===== src/rtl/alu_pkg.sv =====
// alu_pkg
// Shared definitions for the sequential ALU responder:
//   - opcode encodings (same as the combinational ALU)
//   - FSM state encoding for alu_op_server
//   - is_legal_op() helper used to raise the illegal-op flag
package alu_pkg;

  localparam logic [2:0] OP_AND = 3'b000;
  localparam logic [2:0] OP_OR  = 3'b001;
  localparam logic [2:0] OP_ADD = 3'b010;
  localparam logic [2:0] OP_SUB = 3'b110;
  localparam logic [2:0] OP_SLT = 3'b111;

  typedef enum logic [1:0] {
    S_IDLE = 2'd0,
    S_LOW  = 2'd1,
    S_HIGH = 2'd2,
    S_DONE = 2'd3
  } state_t;

  function automatic logic is_legal_op(input logic [2:0] op);
    return (op == OP_AND) || (op == OP_OR) || (op == OP_ADD) ||
           (op == OP_SUB) || (op == OP_SLT);
  endfunction

endpackage


===== src/rtl/alu_half_slice.sv =====
// alu_half_slice
// Combinational HALF-bit ALU slice. The server runs it twice per operation,
// once on the low halves and once on the high halves.
// Ports:
//   a, b     in  HALF  operand halves
//   op       in  3     opcode
//   cin      in  1     carry into this half
//   y        out HALF  logic result (AND/OR) or adder sum (ADD/SUB/SLT)
//   cout     out 1     carry out of this half
//   sum_msb  out 1     top bit of the adder sum (sign bit when this is the high half)
module alu_half_slice
  import alu_pkg::*;
#(
  parameter int HALF = 16
) (
  input  logic [HALF-1:0] a,
  input  logic [HALF-1:0] b,
  input  logic [2:0]      op,
  input  logic            cin,
  output logic [HALF-1:0] y,
  output logic            cout,
  output logic            sum_msb
);

  logic [HALF-1:0] b_eff;
  logic [HALF:0]   sum_ext;

  // SUB and SLT both compute a - b as a + ~b + 1; the +1 arrives as cin of the low half.
  always_comb begin
    b_eff   = ((op == OP_SUB) || (op == OP_SLT)) ? ~b : b;
    sum_ext = {1'b0, a} + {1'b0, b_eff} + {{HALF{1'b0}}, cin};
    cout    = sum_ext[HALF];
    sum_msb = sum_ext[HALF-1];
    case (op)
      OP_AND:  y = a & b;
      OP_OR:   y = a | b;
      default: y = sum_ext[HALF-1:0];
    endcase
  end

endmodule


===== src/rtl/alu_op_server.sv =====
// alu_op_server
// Sequential ALU responder. Takes one (a, b, op) request over a valid/ready
// handshake, computes it in two HALF-bit passes through one shared slice, and
// holds the result and flags on a second valid/ready handshake until taken.
// Ports:
//   clk, reset               clock, synchronous active-high reset
//   req_valid/req_ready      request handshake
//   req_a, req_b, req_op     request payload
//   rsp_valid/rsp_ready      response handshake
//   rsp_z                    result
//   rsp_zero                 rsp_z == 0
//   rsp_ovf                  signed overflow (ADD/SUB only)
//   rsp_illegal              opcode outside the supported set
module alu_op_server
  import alu_pkg::*;
#(
  parameter int WIDTH = 32
) (
  input  logic             clk,
  input  logic             reset,
  input  logic             req_valid,
  output logic             req_ready,
  input  logic [WIDTH-1:0] req_a,
  input  logic [WIDTH-1:0] req_b,
  input  logic [2:0]       req_op,
  output logic             rsp_valid,
  input  logic             rsp_ready,
  output logic [WIDTH-1:0] rsp_z,
  output logic             rsp_zero,
  output logic             rsp_ovf,
  output logic             rsp_illegal
);

  localparam int HALF = WIDTH / 2;

  state_t state, state_next;

  logic [WIDTH-1:0] a_q, b_q;
  logic [2:0]       op_q;
  logic             carry_q;
  logic [HALF-1:0]  lo_q;

  logic [HALF-1:0]  slice_a, slice_b, slice_y;
  logic             slice_cin, slice_cout, slice_msb;

  logic             b_sign_eff;
  logic             ovf_raw;
  logic [WIDTH-1:0] result_next;
  logic             ovf_next;

  always_ff @(posedge clk) begin
    if (reset) state <= S_IDLE;
    else       state <= state_next;
  end

  always_comb begin
    state_next = state;
    req_ready  = 1'b0;
    rsp_valid  = 1'b0;
    case (state)
      S_IDLE: begin
        req_ready = 1'b1;
        if (req_valid) state_next = S_LOW;
      end
      S_LOW:  state_next = S_HIGH;
      S_HIGH: state_next = S_DONE;
      S_DONE: begin
        rsp_valid = 1'b1;
        if (rsp_ready) state_next = S_IDLE;
      end
      default: state_next = S_IDLE;
    endcase
  end

  // The slice sees the high halves in HIGH and the low halves otherwise.
  // The low pass of SUB/SLT injects the +1 of the two's-complement negate.
  always_comb begin
    if (state == S_HIGH) begin
      slice_a   = a_q[WIDTH-1:HALF];
      slice_b   = b_q[WIDTH-1:HALF];
      slice_cin = carry_q;
    end else begin
      slice_a   = a_q[HALF-1:0];
      slice_b   = b_q[HALF-1:0];
      slice_cin = (op_q == OP_SUB) || (op_q == OP_SLT);
    end
  end

  alu_half_slice #(.HALF(HALF)) u_slice (
    .a       (slice_a),
    .b       (slice_b),
    .op      (op_q),
    .cin     (slice_cin),
    .y       (slice_y),
    .cout    (slice_cout),
    .sum_msb (slice_msb)
  );

  // Final result during HIGH. slice_msb is then the sign of the full sum, so
  // overflow is "operands agree in sign, sum disagrees". SLT reuses the SUB
  // overflow to correct the sign of the difference.
  always_comb begin
    b_sign_eff  = (op_q == OP_ADD) ? b_q[WIDTH-1] : ~b_q[WIDTH-1];
    ovf_raw     = (a_q[WIDTH-1] == b_sign_eff) && (slice_msb != a_q[WIDTH-1]);
    result_next = '0;
    ovf_next    = 1'b0;
    case (op_q)
      OP_AND, OP_OR: result_next = {slice_y, lo_q};
      OP_ADD, OP_SUB: begin
        result_next = {slice_y, lo_q};
        ovf_next    = ovf_raw;
      end
      OP_SLT:  result_next = {{(WIDTH-1){1'b0}}, slice_msb ^ ovf_raw};
      default: result_next = '0;
    endcase
  end

  // Operand capture, low-half result and carry, and the response registers.
  // Response registers are written only on the HIGH->DONE edge.
  always_ff @(posedge clk) begin
    if (reset) begin
      a_q         <= '0;
      b_q         <= '0;
      op_q        <= '0;
      carry_q     <= 1'b0;
      lo_q        <= '0;
      rsp_z       <= '0;
      rsp_zero    <= 1'b0;
      rsp_ovf     <= 1'b0;
      rsp_illegal <= 1'b0;
    end else begin
      case (state)
        S_IDLE: begin
          if (req_valid) begin
            a_q  <= req_a;
            b_q  <= req_b;
            op_q <= req_op;
          end
        end
        S_LOW: begin
          lo_q    <= slice_y;
          carry_q <= slice_cout;
        end
        S_HIGH: begin
          rsp_z       <= result_next;
          rsp_zero    <= (result_next == '0);
          rsp_ovf     <= ovf_next;
          rsp_illegal <= !is_legal_op(op_q);
        end
        default: ;
      endcase
    end
  end

endmodule


===== config.mk =====
export PLATFORM = sky130hd
export DESIGN_NAME = alu_op_server
export DESIGN_NICKNAME = d
export VERILOG_FILES = /design/src/rtl/alu_pkg.sv /design/src/rtl/alu_half_slice.sv /design/src/rtl/alu_op_server.sv
export SDC_FILE = /design/constraint.sdc
export NUM_CORES = 1
export LEC_CHECK = 0
export BUFFER_PORTS_ARGS = -buffer_cell sky130_fd_sc_hd__clkbuf_2
export CELL_PAD_IN_SITES_DETAIL_PLACEMENT = 1
export CELL_PAD_IN_SITES_GLOBAL_PLACEMENT = 2
export CORE_MARGIN = 5
export CORE_UTILIZATION = 25
export CTS_CLUSTER_SIZE = 25
export DETAILED_ROUTE_END_ITERATION = 6
export PLACE_DENSITY_LB_ADDON = 0.1
export SLEW_MARGIN = 40
export SYNTH_ARGS = -nofsm -noshare
export SYNTH_HDL_FRONTEND = slang
export SYNTH_HIERARCHICAL = 1
export SYNTH_SLANG_ARGS = --single-unit

===== constraint.sdc =====
create_clock -name clk -period 4.9 [get_ports clk]
set_clock_uncertainty 0.05 [all_clocks]
set_input_delay 0.98 -clock clk [delete_from_list [all_inputs] [get_ports clk]]
set_output_delay 0.98 -clock clk [all_outputs]
set_load 0.1 [all_outputs]

Yosys cells after proc, flatten, opt, wreduce, memory -nomap -nowiden
Index checks and enable logic that the tools add are counted.
Operators by class
  add/subtract/negate cells: 2
  equality and inequality tests: 11
  mux-type cells: 13
  bitwise gates (word level): 5
  reduce and logical (&&, ||, !) cells: 14
Operators by type and width (number)
  32-bit one-hot mux with 2 select lines: 1
  16-bit 2-to-1 mux: 3
  32-bit logical NOT: 1
  16-bit one-hot mux with 2 select lines: 1
  16-bit by 16-bit adder with 17-bit output: 1
  17-bit by 1-bit adder with 17-bit output: 1
  16-bit AND: 1
  16-bit inverter: 1
  16-bit bitwise OR: 1
  2-bit one-hot mux with 4 select lines: 1
  3-bit == test (second input constant): 2
  1-bit logical OR: 5
  1-bit 2-to-1 mux: 5
  2-bit == test (second input constant): 2
  2-bit 2-to-1 mux: 2
  2-bit != test (second input constant): 2
  2-bit AND reduction: 2
  4-bit OR reduction: 1
  3-bit by 1-bit == test with 1-bit output (second input constant): 1
  3-bit by 2-bit == test with 1-bit output (second input constant): 1
  3-bit logical NOT: 1
  2-bit by 1-bit == test with 1-bit output (second input constant): 1
  2-bit logical NOT: 1
  2-bit OR reduction: 1
  6 further kinds: 6
Word-level totals
  register bits: 121
  bits of input ports: 71
  output and inout bits: 37
  logic and storage cells: 55

Depth between registers and ports, before layout
  depth after elaboration: 11
  depth in mapped cells: 20
  depth with buffers taken out: 18

Hierarchy
Netlist, hierarchy kept.
Modules (own cells, without submodules)
  alu_op_server: instances 1, cells an instance 579, area an instance 5037.3 µm², seq. area each 2422.3 µm²
  alu_half_slice: instances 1, cells an instance 189, area an instance 1360.1 µm², seq. area each 0.0 µm²

Worst setup path before layout
OpenSTA, ideal clock, no wires.
  path kind: flip-flop to flip-flop
  start point: reg state[0]
  end point: reg rsp_zero
  setup time: 58 ps
  data arrival time: 3692 ps
  required time: 4792 ps
  path slack: 1100 ps
  stages on the path, launching flop included: 20
  buffers on the path: 2
  period minus slack after synthesis: 3800 ps
  path through: dfxtp_1 inv_1 ha_1 buf_2 buf_2 mux2_2 xor2_1 fa_1 inv_1 fa_1 a211oi_2 o21bai_1 a21oi_1 o21a_1 xor2_1 o21ai_1 nor4_1 nand4_1 o21ai_0 a31o_2
On the way
  elaborated cells on any way between the ends: 16
  those cells by class: add/sub: 2; eq/ne: 2; mux: 6; bitwise: 4; reduce/logical: 2
RTL lines
  start: declaration: line alu_op_server.sv:36  | state_t state, state_next;
  start signal: assignment: line alu_op_server.sv:53  | else state <= state_next;
  2-bit == test (*): line alu_op_server.sv:78  | if (state == S_HIGH) begin
  16-bit 2-to-1 mux (*): line alu_op_server.sv:78
  net slice_b[0]: line alu_op_server.sv:43  | logic [HALF-1:0] slice_a, slice_b, slice_y;
  16-bit inverter: line alu_half_slice.sv:30  | b_eff = ((op == OP_SUB) || (op == OP_SLT)) ? ~b : b;
  16-bit 2-to-1 mux (*): line alu_half_slice.sv:30
  16-bit by 16-bit adder with 17-bit output (*): line alu_half_slice.sv:31  | sum_ext = {1'b0, a} + {1'b0, b_eff} + {{HALF{1'b0}}, cin};
  17-bit by 1-bit adder with 17-bit output (*): line alu_half_slice.sv:31
  16-bit one-hot mux with 2 select lines (*): line alu_half_slice.sv:34  | case (op)
  net slice_y[8]: line alu_op_server.sv:43
  32-bit one-hot mux with 2 select lines (*): line alu_op_server.sv:107  | case (op_q)
  32-bit logical NOT (*): line alu_op_server.sv:146  | rsp_zero <= (result_next == '0);
  end signal: assignment: line alu_op_server.sv:146
  end: declaration: line alu_op_server.sv:29  | output logic rsp_zero,
The timed path passes the listed nets; every way through them passes the cells marked *.
A chain may end at the register's enable or synchronous reset.

Final worst setup path
  start point: reg op_q[1]
  end point: reg rsp_zero
On the way
  elaborated cells on any way between the ends: 19
  those cells by class: add/sub: 2; eq/ne: 6; mux: 5; bitwise: 1; reduce/logical: 5
RTL lines
  start: declaration: line alu_op_server.sv:39  | logic [2:0] op_q;
  start signal: assignment: line alu_op_server.sv:137  | op_q <= req_op;
  3-bit == test: line alu_half_slice.sv:30, alu_op_server.sv:85
  1-bit logical OR: line alu_half_slice.sv:30, alu_op_server.sv:85
  16-bit 2-to-1 mux: line alu_half_slice.sv:30
  16-bit by 16-bit adder with 17-bit output: line alu_half_slice.sv:31
  17-bit by 1-bit adder with 17-bit output: line alu_half_slice.sv:31
  16-bit one-hot mux with 2 select lines (*): line alu_half_slice.sv:34
  net slice_y[8]: line alu_op_server.sv:43
  32-bit one-hot mux with 2 select lines (*): line alu_op_server.sv:107
  32-bit logical NOT (*): line alu_op_server.sv:146
Marks and branches as above.

==> results.yml <==
outcome:
  outcome: "finished clean"
sta:
  tightest_slew_ns: 0.705
  hold_violations: 0
  finalCritPeriodShare: 0.866
  slew_violations: 0
  rsz0062_at_grt: "no"
  setup_viol: 0
  period_needed_ns: 4.24
  hold_slack_ns: 0.403
  tns_ns: 0
  fmax_mhz: 236
  relSlewSlack: 0.530
drt:
  ant_nets: 0
  drc: 0
  via_per_inst: 4.63
  wl_per_cell_um: 17.3
  vias: 5545
  wirelength_um: 20700
  first_iter_violations: 126
  first_pass_iters: 4
synthesis:
  yosysWarnings: 6
  synth.distinct_cells: 61
  avgSynthCellArea_um2: 8.33
  ys_async_sr_fraction: 0
  yosys.area.top_type: "dfxtp_1"
  post_synth_instance_area_um2: 6400
  ys_ff_latch: 121
  synth.area.top_cells: "dfxtp_1 (38%), nand2_1 (11%), a21oi_1 (7.7%)"
  synth-main-ff-cell: "dfxtp_1"
  synth_edf_count: 0
  seq_area_frac_synth: 0.379
  synth_fp_nets: 860
  synthCells: 768
  yosysTopAreaCellShare: 0.379
clocking:
  ctsResizeCount: 0
  post-cts-setup-buffer-count: 0
  clk_path_buf_depth: 2
  clkSlewWorstSetupHoldPaths_ns: 0.06
  hold_buffers: 0
  cts_buffers: 17
  cts-root-buf: "clkbuf_16"
  clock-sinks: 121
  clkLatencyLatePin_ns: 0.43
  cts_tree: "yes"
  htreeDepth: 4
finish:
  final_util: 0.311
  layout-drive-gt1-share: 0.291
  fin_nets: 947
  area_growth_pct: 22.2
  diodes: 0
flow_run:
  drv_cap: 0
critical_path:
  crit_buf_inv: 1
  start_kind: "flip-flop"
  crit_fanout: 10
  path_delay_family: "compound AO/OA/AOI/OAI gates"
  reg2reg_depth: 15
  cp.required_ns: 5.21
  reg2reg_from: "op_q[1]"
  cp-end-kind: "flip-flop"
  slowest_delay_ns: 0.65
  worst_path_max_delay_cell: "dfxtp_1"
  r2r_end: "rsp_zero"
  cp.arrival_ns: 4.55
  crit_chain: "nand2_1 > xor2_1 > fa_1 > inv_1 > fa_1 > a211oi_2 > o21bai_1 > a21oi_1 > o21a_1 > xor2_1 > o21ai_1 > nor4_1 > nand4_1 > o21ai_0 > a31o_2"
  critical_path_class: "flip-flop to flip-flop"
  r2r_slack_ns: 0.66
  path_depth: 15
worst_hold_path:
  hold_class: "flip-flop to flip-flop"
  hp-start: "b_q[18]"
  min_to: "b_q[18]"
  hold_depth: 2
floorplanning:
  start_util: 0.254
  core_area_um2: 25200
  ios: 108
  die_h_um: 170
  fp-row-count: 58
  die_w_um: 170
  die-area_um2: 28900
pwr:
  peakVddDrop_mv: 0.222
  totalPowerFinal_mw: 4.34
  p_leak_nw: 3.00
  powerDensity_nw_per_um2: 556
grt:
  grt_pass1_vias: 6250
  grt_max_degree: 68
  grt_pass1_wl_um: 33800
  overflow: 0
  grt_util_all_layers: 0.147
  antenna_found_initial: 0
placement:
  io_buffers: 107
  hpwlAfterDp_um: 15900
  routabilityCongestion: 0.806
==> synth_stat cells (all sizes together) (7+ instances only) <==
| library cell | instances |
|---|---|
| o21ai | 20 |
| nand2 | 191 |
| maj3 | 12 |
| mux2i | 19 |
| nor4 | 10 |
| nor2 | 41 |
| a21oi | 121 |
| inv | 8 |
| clkbuf | 20 |
| dfxtp | 121 |
| a21o | 7 |
| xnor2 | 22 |
| buf | 30 |
| mux2 | 32 |
| nand3 | 33 |
| nor3 | 7 |
| ha | 19 |
==> cell type report <==
cell class | count | area, µm²
Clock buffer | 18 | 429
Sequential cell | 121 | 2420
Multi-Input combinational cell | 588 | 3720
Timing Repair Buffer | 118 | 632
Clock inverter | 13 | 173
Fill cell | 2982 | 17400
Inverter | 9 | 33.8
Tap cell | 330 | 413
==> worst max path at each step <==
| stage | startpoint | end | slack (ns) |
|---|---|---|---|
| global route | state[0] | rsp_zero | 0.35 |
| CTS | op_q[1] | rsp_zero | 0.61 |
| finish | op_q[1] | rsp_zero | 0.66 |
| floorplan | state[0] | rsp_zero | 1.10 |
| detailed placement | op_q[1] | rsp_zero | 0.64 |
| global placement | state[0] | rsp_zero | 0.74 |
==> tightest hold or removal path: stages, from the launching register on <==
cell,delay (ns)
dfxtp_1,0.30
nand2_1,0.05
a21oi_1,0.05
==> routing by layer <==
metal,track usage,vias up,routed length (µm)
met5,0,-,0
met4,0.0424,0,318
li1,-,2804,-
met2,0.255,89,10100
met1,0.187,2636,9670
met3,0.0288,16,619
==> kinds of logic after synthesis <==
logic type      Yosys count  share of synthesized area
compound gates          174                      0.173
xor+xnor                 26                     0.0356
fa+ha+maj                33                     0.0622
buf+inv                  59                     0.0456
flops                   121                      0.379
mux                      51                     0.0861
simple gates            304                      0.219
==> where the power goes <==
group          total [mW]  internal (mW)  leakage [nW]  switching (mW)
Combinational        1.79          0.593          1.74            1.20
Sequential           1.27           1.14         0.986           0.124
Clock                1.29          0.801         0.279           0.485
==> cells in the final DEF, fill, tap and decap left out, types with 7 or more instances in the layout <==
| master | netlist | routed |
|---|---|---|
| nand2_1 | 189 | 188 |
| dfxtp_1 | 121 | 120 |
| clkbuf_2 | 0 | 106 |
| a21oi_1 | 99 | 99 |
| nor2_1 | 41 | 40 |
| mux2_2 | 32 | 32 |
| xnor2_1 | 22 | 22 |
| a21oi_2 | 21 | 21 |
| nand3_2 | 20 | 20 |
| mux2i_1 | 19 | 19 |
| ha_1 | 19 | 17 |
| clkbuf_16 | 0 | 17 |
| nand3_1 | 13 | 13 |
| maj3_1 | 12 | 12 |
| buf_4 | 1 | 10 |
| o21ai_0 | 9 | 9 |
| nor4_1 | 9 | 9 |
| inv_1 | 8 | 8 |
| o21ai_1 | 8 | 8 |
| a21o_1 | 7 | 7 |
==> flip-flops by register name, indices dropped and copies added, names as in the netlist <==
| signal | count |
|---|---|
| rsp_ovf | 1 |
| lo_q | 16 |
| rsp_zero | 1 |
| b_q | 32 |
| state | 2 |
| carry_q | 1 |
| a_q | 32 |
| rsp_illegal | 1 |
| rsp_z | 32 |
| op_q | 3 |
==> metrics by stage <==
stage	area [µm²]	std cells	setup slack (ns)
5_1_grt	7820	1197	0.345
2_1_floorplan	6400	768	1.10
3_3_place_gp	7160	1164	0.739
3_5_place_dp	7220	1166	0.643
6_report	7820	1197	0.656
4_1_cts	7820	1197	0.606
Power figures use the tool's default switching activity.
